`config.mk`:
```
export PLATFORM = sky130hd
export DESIGN_NAME = adc_lane_formatter
export DESIGN_NICKNAME = d
export VERILOG_FILES = /design/src/rtl/adc_lane_formatter.sv
export SDC_FILE = /design/constraint.sdc
export NUM_CORES = 1
export LEC_CHECK = 0
export CAP_MARGIN = 20
export CORE_ASPECT_RATIO = 1.5
export CORE_MARGIN = 4
export CORE_UTILIZATION = 45
export DETAILED_ROUTE_END_ITERATION = 10
export PLACE_DENSITY = 0.73
export REMOVE_ABC_BUFFERS = 1
export SLEW_MARGIN = 20
export SYNTH_ARGS = -nofsm -noshare
export SYNTH_HDL_FRONTEND = slang
export SYNTH_SLANG_ARGS = --single-unit
```
`constraint.sdc`:
```
create_clock -name clk -period 5.3 [get_ports clk]
set_input_delay 1.59 -clock clk [delete_from_list [all_inputs] [get_ports clk]]
set_output_delay 1.59 -clock clk [all_outputs]
set_load 0.005 [all_outputs]
```
`src/rtl/adc_lane_formatter.sv`:
```
// adc_lane_formatter: offset-binary to two's complement lane conversion, channel reorder,
// synchronised mode control with post-change beat drop, and ramp test pattern.
module adc_lane_formatter #(
    parameter int LANES = 8,
    parameter int SAMPLE_W = 8,
    parameter int MAX_CH = 4,
    parameter logic [LANES-1:0] INV_MASK = 8'b1111_1011,
    parameter int SYNC_STAGES = 3,
    parameter int DROP_BEATS = 1
) (
    input  logic                      clk,
    input  logic                      rst,
    input  logic [LANES*SAMPLE_W-1:0] in_data,
    input  logic                      in_valid,
    input  logic [1:0]                ch_mode,
    input  logic                      test_en,
    output logic [LANES*SAMPLE_W-1:0] out_data,
    output logic                      out_valid,
    output logic                      mode_chg,
    output logic [1:0]                active_ch
);
    localparam int LOG_L = $clog2(LANES);
    localparam logic [1:0] MAX_LOG = 2'($clog2(MAX_CH));
    localparam int DW = LANES * SAMPLE_W;

    logic [2*SYNC_STAGES-1:0] mode_sync;
    logic [SYNC_STAGES-1:0] test_sync;
    logic [1:0] mode_s, mode_req;
    logic test_s, apply;
    logic [SAMPLE_W-1:0] cnt;
    logic [3:0] drop_cnt;
    logic [DW-1:0] s1_data, conv, reo;
    logic s1_valid;

    assign mode_s = mode_sync[2*SYNC_STAGES-1 -: 2];
    assign test_s = test_sync[SYNC_STAGES-1];
    assign mode_req = mode_s > MAX_LOG ? MAX_LOG : mode_s;
    assign apply = mode_req != active_ch;

    // Swapped pairs arrive inverted, so they need only the low bits flipped.
    always_comb begin
        conv = '0;
        for (int i = 0; i < LANES; i++)
            conv[i*SAMPLE_W +: SAMPLE_W] = test_s ? cnt + SAMPLE_W'(i)
                : in_data[i*SAMPLE_W +: SAMPLE_W] ^ (INV_MASK[i] ? {1'b0, {(SAMPLE_W-1){1'b1}}}
                                                                : {1'b1, {(SAMPLE_W-1){1'b0}}});
    end

    // Output lane k = s*N + c takes input lane c*G + s.
    always_comb begin
        int a, src;
        reo = '0;
        a = int'(active_ch);
        for (int k = 0; k < LANES; k++) begin
            src = ((k & ((1 << a) - 1)) << (LOG_L - a)) | (k >> a);
            reo[k*SAMPLE_W +: SAMPLE_W] = s1_data[src*SAMPLE_W +: SAMPLE_W];
        end
    end

    always_ff @(posedge clk) begin
        if (rst) begin
            mode_sync <= '0;
            test_sync <= '0;
            active_ch <= '0;
            mode_chg  <= 1'b0;
            drop_cnt  <= '0;
            cnt       <= '0;
            s1_valid  <= 1'b0;
            s1_data   <= '0;
            out_valid <= 1'b0;
            out_data  <= '0;
        end else begin
            mode_sync <= {mode_sync[2*SYNC_STAGES-3:0], ch_mode};
            test_sync <= {test_sync[SYNC_STAGES-2:0], test_en};
            active_ch <= mode_req;
            mode_chg  <= apply;
            drop_cnt  <= apply ? 4'(DROP_BEATS) : drop_cnt - 4'(s1_valid && drop_cnt != 4'd0);
            cnt       <= !test_s ? '0 : in_valid ? cnt + SAMPLE_W'(LANES) : cnt;
            s1_valid  <= in_valid;
            if (in_valid) s1_data <= conv;
            out_valid <= s1_valid && drop_cnt == 4'd0;
            if (s1_valid) out_data <= reo;
        end
    end
endmodule
```
== After elaboration in Yosys (flattened, before gate mapping) ==
Index checks and enable logic that the tools add are counted.

* Register bits after elaboration: 154
* Input bits: 70
* Output and inout bits: 68

* Add/sub/neg operators: 11
* Order comparisons: 1
* Equality and inequality tests: 1
* Shift-type cells: 25
* Mux-type cells: 10
* Bitwise gates (word level): 17
* Reductions and logical operators: 6

{| class="wikitable"
|+ Operators by type and width
! kind !! number
|-
| $shiftx 64x32->8 || 8
|-
| $or 29x29->29 || 8
|-
| $shl 3x32->29 || 4
|-
| $shr 3x2->29 const A || 4
|-
| $mux 8 || 8
|-
| $shl 2x32->29 || 2
|-
| $shr 1x2->29 const A || 2
|-
| $shr 2x2->29 const A || 2
|-
| $not 7->7 || 7
|-
| $add 8x3->8 const B || 4
|-
| $shl 1x32->29 || 1
|-
| $shl 1x32->29 const A || 1
|-
| $add 8x2->8 const B || 2
|-
| $add 8x1->8 const B || 1
|-
| $add 8x4->8 const B || 1
|-
| $logic_not 4->1 || 1
|-
| $reduce_bool 4->1 || 1
|-
| $reduce_or 2->1 || 2
|-
| $sub 4x1->4 || 1
|-
| $shl 1x2->3 const A || 1
|-
| $sub 2x2->3 const A || 1
|-
| $sub 3x2->3 const B || 1
|-
| $gt 2x2->1 const B || 1
|-
| $logic_and 1x1->1 || 2
|-
| 4 further kinds || 5
|}

== Depth between registers and ports, before layout ==
Gate-level depths: netlist (run 1).

* Word-level depth: 5
* Depth in mapped cells: 9

== Least setup slack after synthesis (run 1) ==
Ideal clock, no wire load.

* Kind: in2reg
* Start: input rst
* End: register out_data[24]
* Arrival time: 2.745 ns
* Slack: 2.494 ns
* Stages: 7
* Cells stage by stage: buf_6 > nand2b_4 > buf_6 > or3_1 > buf_6 > a311oi_2 > a221o_1

{| class="wikitable"
|+ RTL lines
! what !! line !! RTL
|-
| from (decl) || 12 || <nowiki>input logic rst,</nowiki>
|-
| to (signal assigned) || 82 || <nowiki>if (s1_valid) out_data <= reo;</nowiki>
|-
| to (decl) || 17 || <nowiki>output logic [LANES*SAMPLE_W-1:0] out_data,</nowiki>
|}

== Worst setup path in the final report (run 1) ==
* Start: register active_ch[1]
* End: output active_ch[1]

{| class="wikitable"
|+ RTL lines
! what !! line !! RTL
|-
| from (decl) || 20 || <nowiki>output logic [1:0] active_ch</nowiki>
|-
| from (signal assigned) || 75 || <nowiki>active_ch <= mode_req;</nowiki>
|}

No word-level cell between the ends.

==> results of run 1 <==
[registers in the layout, summed over array words and instances (netlist names)]
signal	cells
s1_data	64
s1_valid	1
test_sync	3
cnt	5
drop_cnt	4
mode_chg	1
out_valid	1
mode_sync	6
active_ch	2
out_data	64
[power by group through the flow]
stage                     Combinational (mW)  Sequential, mW  Clock (mW)
final                                  0.376            1.28        1.40
after global routing                   0.411            1.28        1.45
after CTS                              0.374            1.27        1.41
after detailed placement               0.371            1.30           0
after global placement                 0.365            1.30           0
after floorplan                        0.210            1.27           0
[cell usage in the layout (no fill, tap or decap), types with 4 or more instances in the layout]
master	synthesis	layout
a211oi_1	62	62
a21oi_1	72	72
a221o_1	16	16
a22oi_1	18	18
a311oi_2	8	8
a31oi_1	8	8
a32o_1	17	17
and2_1	4	4
and3_1	8	8
buf_4	4	14
bufinv_16	0	6
clkbuf_16	0	17
clkdlybuf4s50_1	0	135
dfxtp_1	151	151
ha_1	9	4
ha_2	0	4
inv_1	5	5
mux2i_1	124	124
mux4_2	16	16
nand2_1	85	85
nand2b_1	19	19
nand3_1	36	36
nor2_1	78	77
nor2b_1	38	38
nor3_1	21	21
o211ai_1	9	9
o21a_1	8	8
o21ai_1	8	8
o221ai_1	12	12
o221ai_2	4	4
o22ai_1	9	9
o41ai_2	8	8
xor2_1	4	4
[area by class of cell]
cell class / instances / area share
clock inverters: 14 / 0.02276
flip-flops and latches: 151 / 0.2791
multi-input cells: 725 / 0.4898
inverters: 9 / 0.003119
clock buffers: 17 / 0.03928
repair buffers: 151 / 0.1363
well taps: 256 / 0.02957
[metal layers]
metal	vias up	global-route usage	routed length [um]
met4	0	0.1188	1328
li1	3791	-	-
met2	406	0.4289	13930
met1	3874	0.3114	11160
met3	100	0.03962	2024
met5	-	0	0
[final timing paths]
kind / start / slack [ns] / to
max: active_ch[1] / 1.55 / active_ch[1]
max reg2reg: active_ch[1] / 1.83 / out_data[22]
min reg2reg: test_sync[0] / 0.44 / test_sync[1]
min: test_sync[0] / 0.44 / test_sync[1]
[logic make-up (layout without fill, tap and decap cells)]
kind of cell             Yosys count  after routing  synth area share
buffers and inverters            112            191           0.06301
adder cells (fa/ha/maj)            9              9           0.01272
flip-flops                       151            151            0.3413
AND/OR/NAND/NOR                  303            303            0.1652
XOR/XNOR                           6              6          0.005934
AO/OA/AOI/OAI                    267            267            0.2310
multiplexers                     140            140            0.1808
[metrics by stage]
step / worst slack [ns] / util / power (mW)
floorplan: 1.305 / - / 1.477
global placement: 1.927 / 0.5273 / 1.661
detailed placement: 1.825 / 0.5273 / 1.667
CTS: 1.562 / 0.5622 / 3.052
global route: 1.487 / 0.5630 / 3.144
finish: 1.554 / 0.5630 / 3.052
[worst max-delay path, delay by kind of cell (launching register included)]
| kind | cells | cell delay [ns] |
|---|---|---|
| buf+inv | 2 | 0.91 |
| flops | 1 | 0.81 |
==> impl_metrics.json, run 1 <==
{
  "fin_crit_ns": 3.746,
  "final_area_um2": 10830,
  "nets": 1134,
  "n_antenna_cell": 0,
  "grt_pass1_vias": 7945,
  "yosysWarnings": 0,
  "drt-total-wl_mm": 28.45,
  "cts_setup_buffers": 0,
  "h-tree-depth": 4,
  "regArea_um2": 3023,
  "routed_wire_length_per_instance_um": 21.50,
  "path_cells": "buf_4 -> clkdlybuf4s50_1",
  "synth_edf_count": 0,
  "multi_input_area_um2": 5305,
  "core_area_um2": 19240,
  "synth-main-ff-cell": "dfxtp_1",
  "root_buffer": "clkbuf_16",
  "grtUsageTotal": 0.2535,
  "hold_path_class": "flip-flop to flip-flop",
  "cpMaxStageDelayCell": "dfxtp_1",
  "p_clk_frac": 0.459,
  "post_dp_cell_area_um2": 10140,
  "grt_max_degree": 75,
  "ctsHoldBuffers": 0,
  "ios": 138,
  "p_int_mw": 2.268,
  "hold_slack_ns": 0.4437,
  "dieHeight_um": 179.8,
  "setup_viol": 0,
  "skew_ns": 0.006386,
  "swShare": 0.2571,
  "fmax_mhz": 267.0,
  "dr.pass1.iters": 6,
  "p_leak_nw": 3.616,
  "fp.dieW_um": 122.5,
  "drc": 0,
  "synth_area_per_cell_um2": 8.964,
  "holdPathStages": 1,
  "yosysTopAreaCell": "dfxtp_1",
  "reg2reg_depth": 5,
  "fillers": 1817,
  "p_per_area_nw_per_um2": 281.8,
  "clk_pin_slew_ns": 0.06,
  "ys_top_cells_by_area": "dfxtp_1 34%, mux2i_1 14%, a211oi_1 5.3%",
  "synthDistinctLibCells": 52,
  "synth_area_um2": 8856,
  "finalWeightedCongestion": 0.9266,
  "cp-end-kind": "output port",
  "slew_headroom": 0.1666,
  "antenna_left": 0,
  "num_rows": 62,
  "vias_per_cell": 6.176,
  "ys_top_cells_by_count": "151 x dfxtp_1, 124 x mux2i_1, 85 x nand2_1, 78 x nor2_1, 72 x a21oi_1",
  "start_util": 0.4603,
  "cts_tree": "built",
  "start_kind": "flip-flop",
  "seqPwrFrac": 0.418,
  "tightest_slew_ns": 1.248,
  "clock_path_buffers": 2,
  "die_area_um2": 22030,
  "clock_sinks": 151,
  "final_cells": 1323,
  "ys_async_sr_fraction": 0,
  "cts_made_buffers": 17,
  "syn_to_final_growth_pct": 22.29,
  "crit_fanout": 21,
  "drv_slew": 0,
  "run_status": "completed",
  "synth_seq_cells": 151,
  "synthCells": 988,
  "grt_pass1_wl_mm": 44.18,
  "grt_overflow": 0,
  "drive_above_1_share": 0.09278,
  "switching_power_uw": 784.7,
  "fin_crit_sh": 0.7067,
  "drt_iter0_drc": 782,
  "via_count": 8171,
  "cap_violations": 0,
  "ir_worst_vdd_uv": 207.6,
  "rsz0062_at_grt": "no",
  "io_buffer_count": 137,
  "finalSetupTns_ns": 0,
  "cpPeakStageDelay_ns": 0.81,
  "hold_viol": 0,
  "antenna_found_initial": 0,
  "crit_arrival_ns": 2.16,
  "place_hpwl_mm": 18.33,
  "dp.cells": 1291,
  "ctsResizeCount": 0,
  "synth_top_area_share": 0.3413,
  "clk_latency_ns": 0.43,
  "combPwrFrac": 0.123,
  "crit_required_ns": 3.71,
  "path_class": "flip-flop to output port",
  "yosysSeqAreaShare": 0.3413,
  "yosysMostFrequentCell": "dfxtp_1"
}
Power figures use the tool's default switching activity.
==> run 2, diff against run 1 <==
clock period = 3.9 ns   (was 5.3 ns; I/O delays follow)
==> run 2 against run 1 <==
Compared with the run above: routed wire length up 1.2%; global-route usage increased by 0.41 points; register-to-register slack worse by 0.83 ns; core utilization is 0.18 points higher; first-iteration DRC count up 3.2%; critical endpoint unchanged; largest power group is now sequential cells; highest routed layer unchanged.
==> impl_metrics.json, run 2 (synthesized netlist as in run 1, its figures left out) <==
{
  "crit_fanout": 26,
  "drv_slew": 0,
  "via_count": 8398,
  "io_buffer_count": 137,
  "p_per_area_nw_per_um2": 366.2,
  "p_int_mw": 2.953,
  "top_layer": "met4",
  "fmax_mhz": 319.0,
  "num_rows": 62,
  "dp.cells": 1304,
  "regArea_um2": 3023,
  "start_util": 0.4603,
  "grt_overflow": 0,
  "skew_ns": 0.007947,
  "ir_worst_vdd_uv": 293.6,
  "crit_required_ns": 2.73,
  "path_class": "flip-flop to output port",
  "ios": 138,
  "cpPeakStageDelay_ns": 0.57,
  "drive_above_1_share": 0.1029,
  "fin_crit_sh": 0.8039,
  "hold_slack_ns": 0.4446,
  "core_area_um2": 19240,
  "clock_path_buffers": 2,
  "tightest_slew_ns": 0.9915,
  "switching_power_mw": 1.026,
  "ctsResizeCount": 0,
  "dieHeight_um": 179.8,
  "cap_violations": 0,
  "setup_viol": 0,
  "post_dp_cell_area_um2": 10240,
  "routed-wl-met3_mm": 1.949,
  "antenna_found_initial": 0,
  "fin_crit_ns": 3.135,
  "grt_max_degree": 53,
  "nets": 1146,
  "antenna_left": 0,
  "grt_pass1_wl_mm": 44.59,
  "cts_tree": "built",
  "final_util": 0.5648,
  "swShare": 0.2578,
  "cts_made_buffers": 17,
  "ctsHoldBuffers": 0,
  "root_buffer": "clkbuf_16",
  "cts_setup_buffers": 0,
  "drt-total-wl_mm": 28.80,
  "crit_arrival_ns": 1.97,
  "p_clk_frac": 0.435,
  "final_cell_mix": "151 x dfxtp_1, 135 x clkdlybuf4s50_1, 124 x mux2i_1",
  "routed_wire_length_per_instance_um": 21.57,
  "path_cells": "buf_4 -> clkdlybuf4s50_1",
  "vias_per_cell": 6.291,
  "drt-met1-wl_mm": 11.15,
  "drc": 0,
  "p_leak_nw": 3.652,
  "n_antenna_cell": 0,
  "seqPwrFrac": 0.435,
  "clk_pin_slew_ns": 0.06,
  "die_area_um2": 22030,
  "grt_pass1_vias": 8010,
  "combPwrFrac": 0.131,
  "fp.dieW_um": 122.5,
  "rsz0062_at_grt": "no",
  "grtUsageTotal": 0.2576,
  "multi_input_area_um2": 5305,
  "place_hpwl_mm": 19.47,
  "finalWeightedCongestion": 0.9248,
  "final_area_um2": 10870,
  "syn_to_final_growth_pct": 22.69,
  "hold_viol": 0,
  "dr.pass1.iters": 5,
  "cp-end-kind": "output port",
  "cpMaxStageDelayCell": "clkdlybuf4s50_1",
  "clk_latency_ns": 0.43,
  "drt_iter0_drc": 807,
  "hold_path_class": "flip-flop to flip-flop",
  "fillers": 1764,
  "reg_top3": "out_data x64, s1_data x64, mode_sync x6",
  "wl_met2_mm": 14.27,
  "slew_headroom": 0.3383,
  "final_common_cell": "dfxtp_1",
  "final_cells": 1335,
  "finalPower_mw": 3.979,
  "run_status": "completed",
  "h-tree-depth": 4,
  "pre_cts_ws_ns": 1.041,
  "finalSetupTns_ns": 0,
  "start_kind": "flip-flop",
  "fin_ws_ns": 0.7648,
  "clock_sinks": 151
}
run 2: cell types whose count changed in the layout (fill, tap and decap cells not counted):
cell	change
bufinv_16	-3
buf_8	-1
inv_6	-1
buf_4	+13
inv_8	-1
clkbuf_8	+4
clkinvlp_4	+1
run 2: layout make-up:
type / instances / area share
Clock buffer: 21 / 0.04422
Sequential cell: 151 / 0.2782
Timing Repair Buffer: 163 / 0.1435
Inverter: 9 / 0.003109
Clock inverter: 10 / 0.01324
Tap cell: 256 / 0.02948
Multi-Input combinational cell: 725 / 0.4883
run 2: path summary, 6_finish.rpt:
| kind | cells after the start | slack (ns) | from | to |
|---|---|---|---|---|
| setup / recovery | 2 | 0.76 | active_ch[1] | active_ch[1] |
| hold reg to reg | 1 | 0.44 | test_sync[0] | test_sync[1] |
| setup reg to reg | 6 | 1.00 | active_ch[1] | out_data[40] |
| hold / removal | 1 | 0.44 | test_sync[0] | test_sync[1] |
run 2: power by group through the flow:
stage / clock (mW) / combinational, mW / sequential [mW]
6_report: 1.73 / 0.520 / 1.73
5_1_grt: 1.81 / 0.566 / 1.74
4_1_cts: 1.74 / 0.519 / 1.72
3_5_place_dp: 0 / 0.517 / 1.76
3_3_place_gp: 0 / 0.508 / 1.76
2_1_floorplan: 0 / 0.286 / 1.72
run 2: routing by layer:
metal	track usage	vias to the layer above
li1	-	3823
met1	0.3188	4061
met2	0.4284	414
met3	0.04245	100
met4	0.1278	0
met5	0	-
run 2: critical path: cells and delay by family, from the launching register on:
kind	cells	cell delay [ns]
buffers and inverters	2	0.97
flip-flops	1	0.55
==> run 3, diff against run 2 <==
clock period = 2.9 ns   (was 3.9 ns; I/O delays follow)
==> run 3 against run 2 <==
Compared with the run above: combinational power grew 37%; non-clock buffer count grew 15; first-iteration DRC count shrank 9.9%; highest routed layer unchanged; flip-flop and latch count is the same; final cell count grew 1.1%; sequential share of layout area shrank 0.32 points.
==> impl_metrics.json, run 3 (synthesized netlist as in run 1, its figures left out) <==
{
  "run_status": "completed",
  "drt-total-wl_mm": 28.80,
  "nets": 1161,
  "skew_ns": 0.01132,
  "finalWeightedCongestion": 0.8895,
  "io_buffer_count": 137,
  "cp-end-kind": "output port",
  "finalPower_mw": 5.284,
  "path_class": "flip-flop to output port",
  "start_kind": "flip-flop",
  "antenna_left": 0,
  "fmax_mhz": 358.5,
  "crit_required_ns": 2.03,
  "final_area_um2": 10990,
  "drive_above_1_share": 0.1133,
  "drc": 0,
  "setup_viol": 0,
  "n_antenna_cell": 0,
  "vias_per_cell": 6.247,
  "cap_violations": 0,
  "slew_headroom": 0.3504,
  "fp.dieW_um": 122.5,
  "ctsResizeCount": 0,
  "dp.cells": 1319,
  "antenna_found_initial": 0,
  "grtUsageTotal": 0.2618,
  "drv_slew": 0,
  "cts_tree": "built",
  "crit_arrival_ns": 1.92,
  "num_rows": 62,
  "die_area_um2": 22030,
  "fin_crit_sh": 0.9620,
  "core_area_um2": 19240,
  "grt_overflow": 0,
  "fillers": 1773,
  "dieHeight_um": 179.8,
  "clock_path_buffers": 2,
  "ir_worst_vdd_uv": 390.5,
  "tightest_slew_ns": 0.9691,
  "hold_path_class": "flip-flop to flip-flop",
  "syn_to_final_growth_pct": 24.10,
  "crit_fanout": 16,
  "clk_pin_slew_ns": 0.06,
  "grt_pass1_vias": 8261,
  "multi_input_area_um2": 5305,
  "reg_top3": "out_data x64, s1_data x64, mode_sync x6",
  "h-tree-depth": 4,
  "cts_made_buffers": 17,
  "dr.pass1.iters": 5,
  "p_per_area_nw_per_um2": 480.8,
  "rsz0062_at_grt": "no",
  "routed_wire_length_per_instance_um": 21.33,
  "hold_viol": 0,
  "final_common_cell": "dfxtp_1",
  "drt_iter0_drc": 727,
  "place_hpwl_mm": 19.57,
  "ios": 138,
  "root_buffer": "clkbuf_16",
  "ctsHoldBuffers": 0,
  "post_dp_cell_area_um2": 10400,
  "start_util": 0.4603,
  "cts_setup_buffers": 0,
  "final_cell_mix": "151 x dfxtp_1, 135 x clkdlybuf4s50_1, 124 x mux2i_1",
  "grt_max_degree": 99,
  "final_cells": 1350,
  "clk_latency_ns": 0.44,
  "fin_crit_ns": 2.790,
  "pre_cts_ws_ns": 0.4167,
  "fin_ws_ns": 0.1103,
  "clock_sinks": 151,
  "p_leak_nw": 3.726,
  "via_count": 8434,
  "regArea_um2": 3023,
  "grt_pass1_wl_mm": 45.44
}
-- run 3: cell count changes in the layout (fill, tap and decap cells not counted) --
cell	change
clkbuf_1	+2
buf_4	+11
clkinv_2	+2
clkbuf_8	-4
buf_12	+4
-- run 3: worst paths after layout --
kind,startpoint,end,slack (ns),cells past startpoint
setup / recovery,active_ch[1],active_ch[1],0.11,2
hold / removal,mode_sync[1],mode_sync[3],0.43,1
setup reg to reg,active_ch[1],out_data[26],0.32,6
hold reg to reg,mode_sync[1],mode_sync[3],0.43,1
-- run 3: final cells by class --
type	instances	area share
Inverter	9	0.003074
Clock buffer	19	0.03939
Clock inverter	12	0.01400
Multi-Input combinational cell	725	0.4827
Sequential cell	151	0.2750
Tap cell	256	0.02914
Timing Repair Buffer	178	0.1566
-- run 3: per-stage QoR --
stage / hold slack, ns / TNS, ns / util
after floorplan: 0.4138 / -47.70 / -
after global placement: 0.4165 / 0 / 0.5408
after detailed placement: 0.4264 / 0 / 0.5408
after CTS: 0.4400 / 0 / 0.5713
after global routing: 0.4546 / 0 / 0.5713
final: 0.4328 / 0 / 0.5713
-- run 3: power breakdown --
part           internal [mW]  switching (mW)
logic                  0.365           0.348
registers               2.17           0.154
clock network           1.35           0.897
total                   3.89            1.40
-- run 3: worst max-delay path, cell delays in order, from the launching register on --
cell             delay (ns)
dfxtp_1                0.58
buf_4                  0.34
clkdlybuf4s50_1        0.56
-- run 3: routing by layer --
metal	track usage	wire, um	up-vias
li1	-	-	3847
met1	0.3262	11080	4045
met2	0.4319	14270	443
met3	0.04308	2143	99
met4	0.1318	1307	0
met5	0	0	-
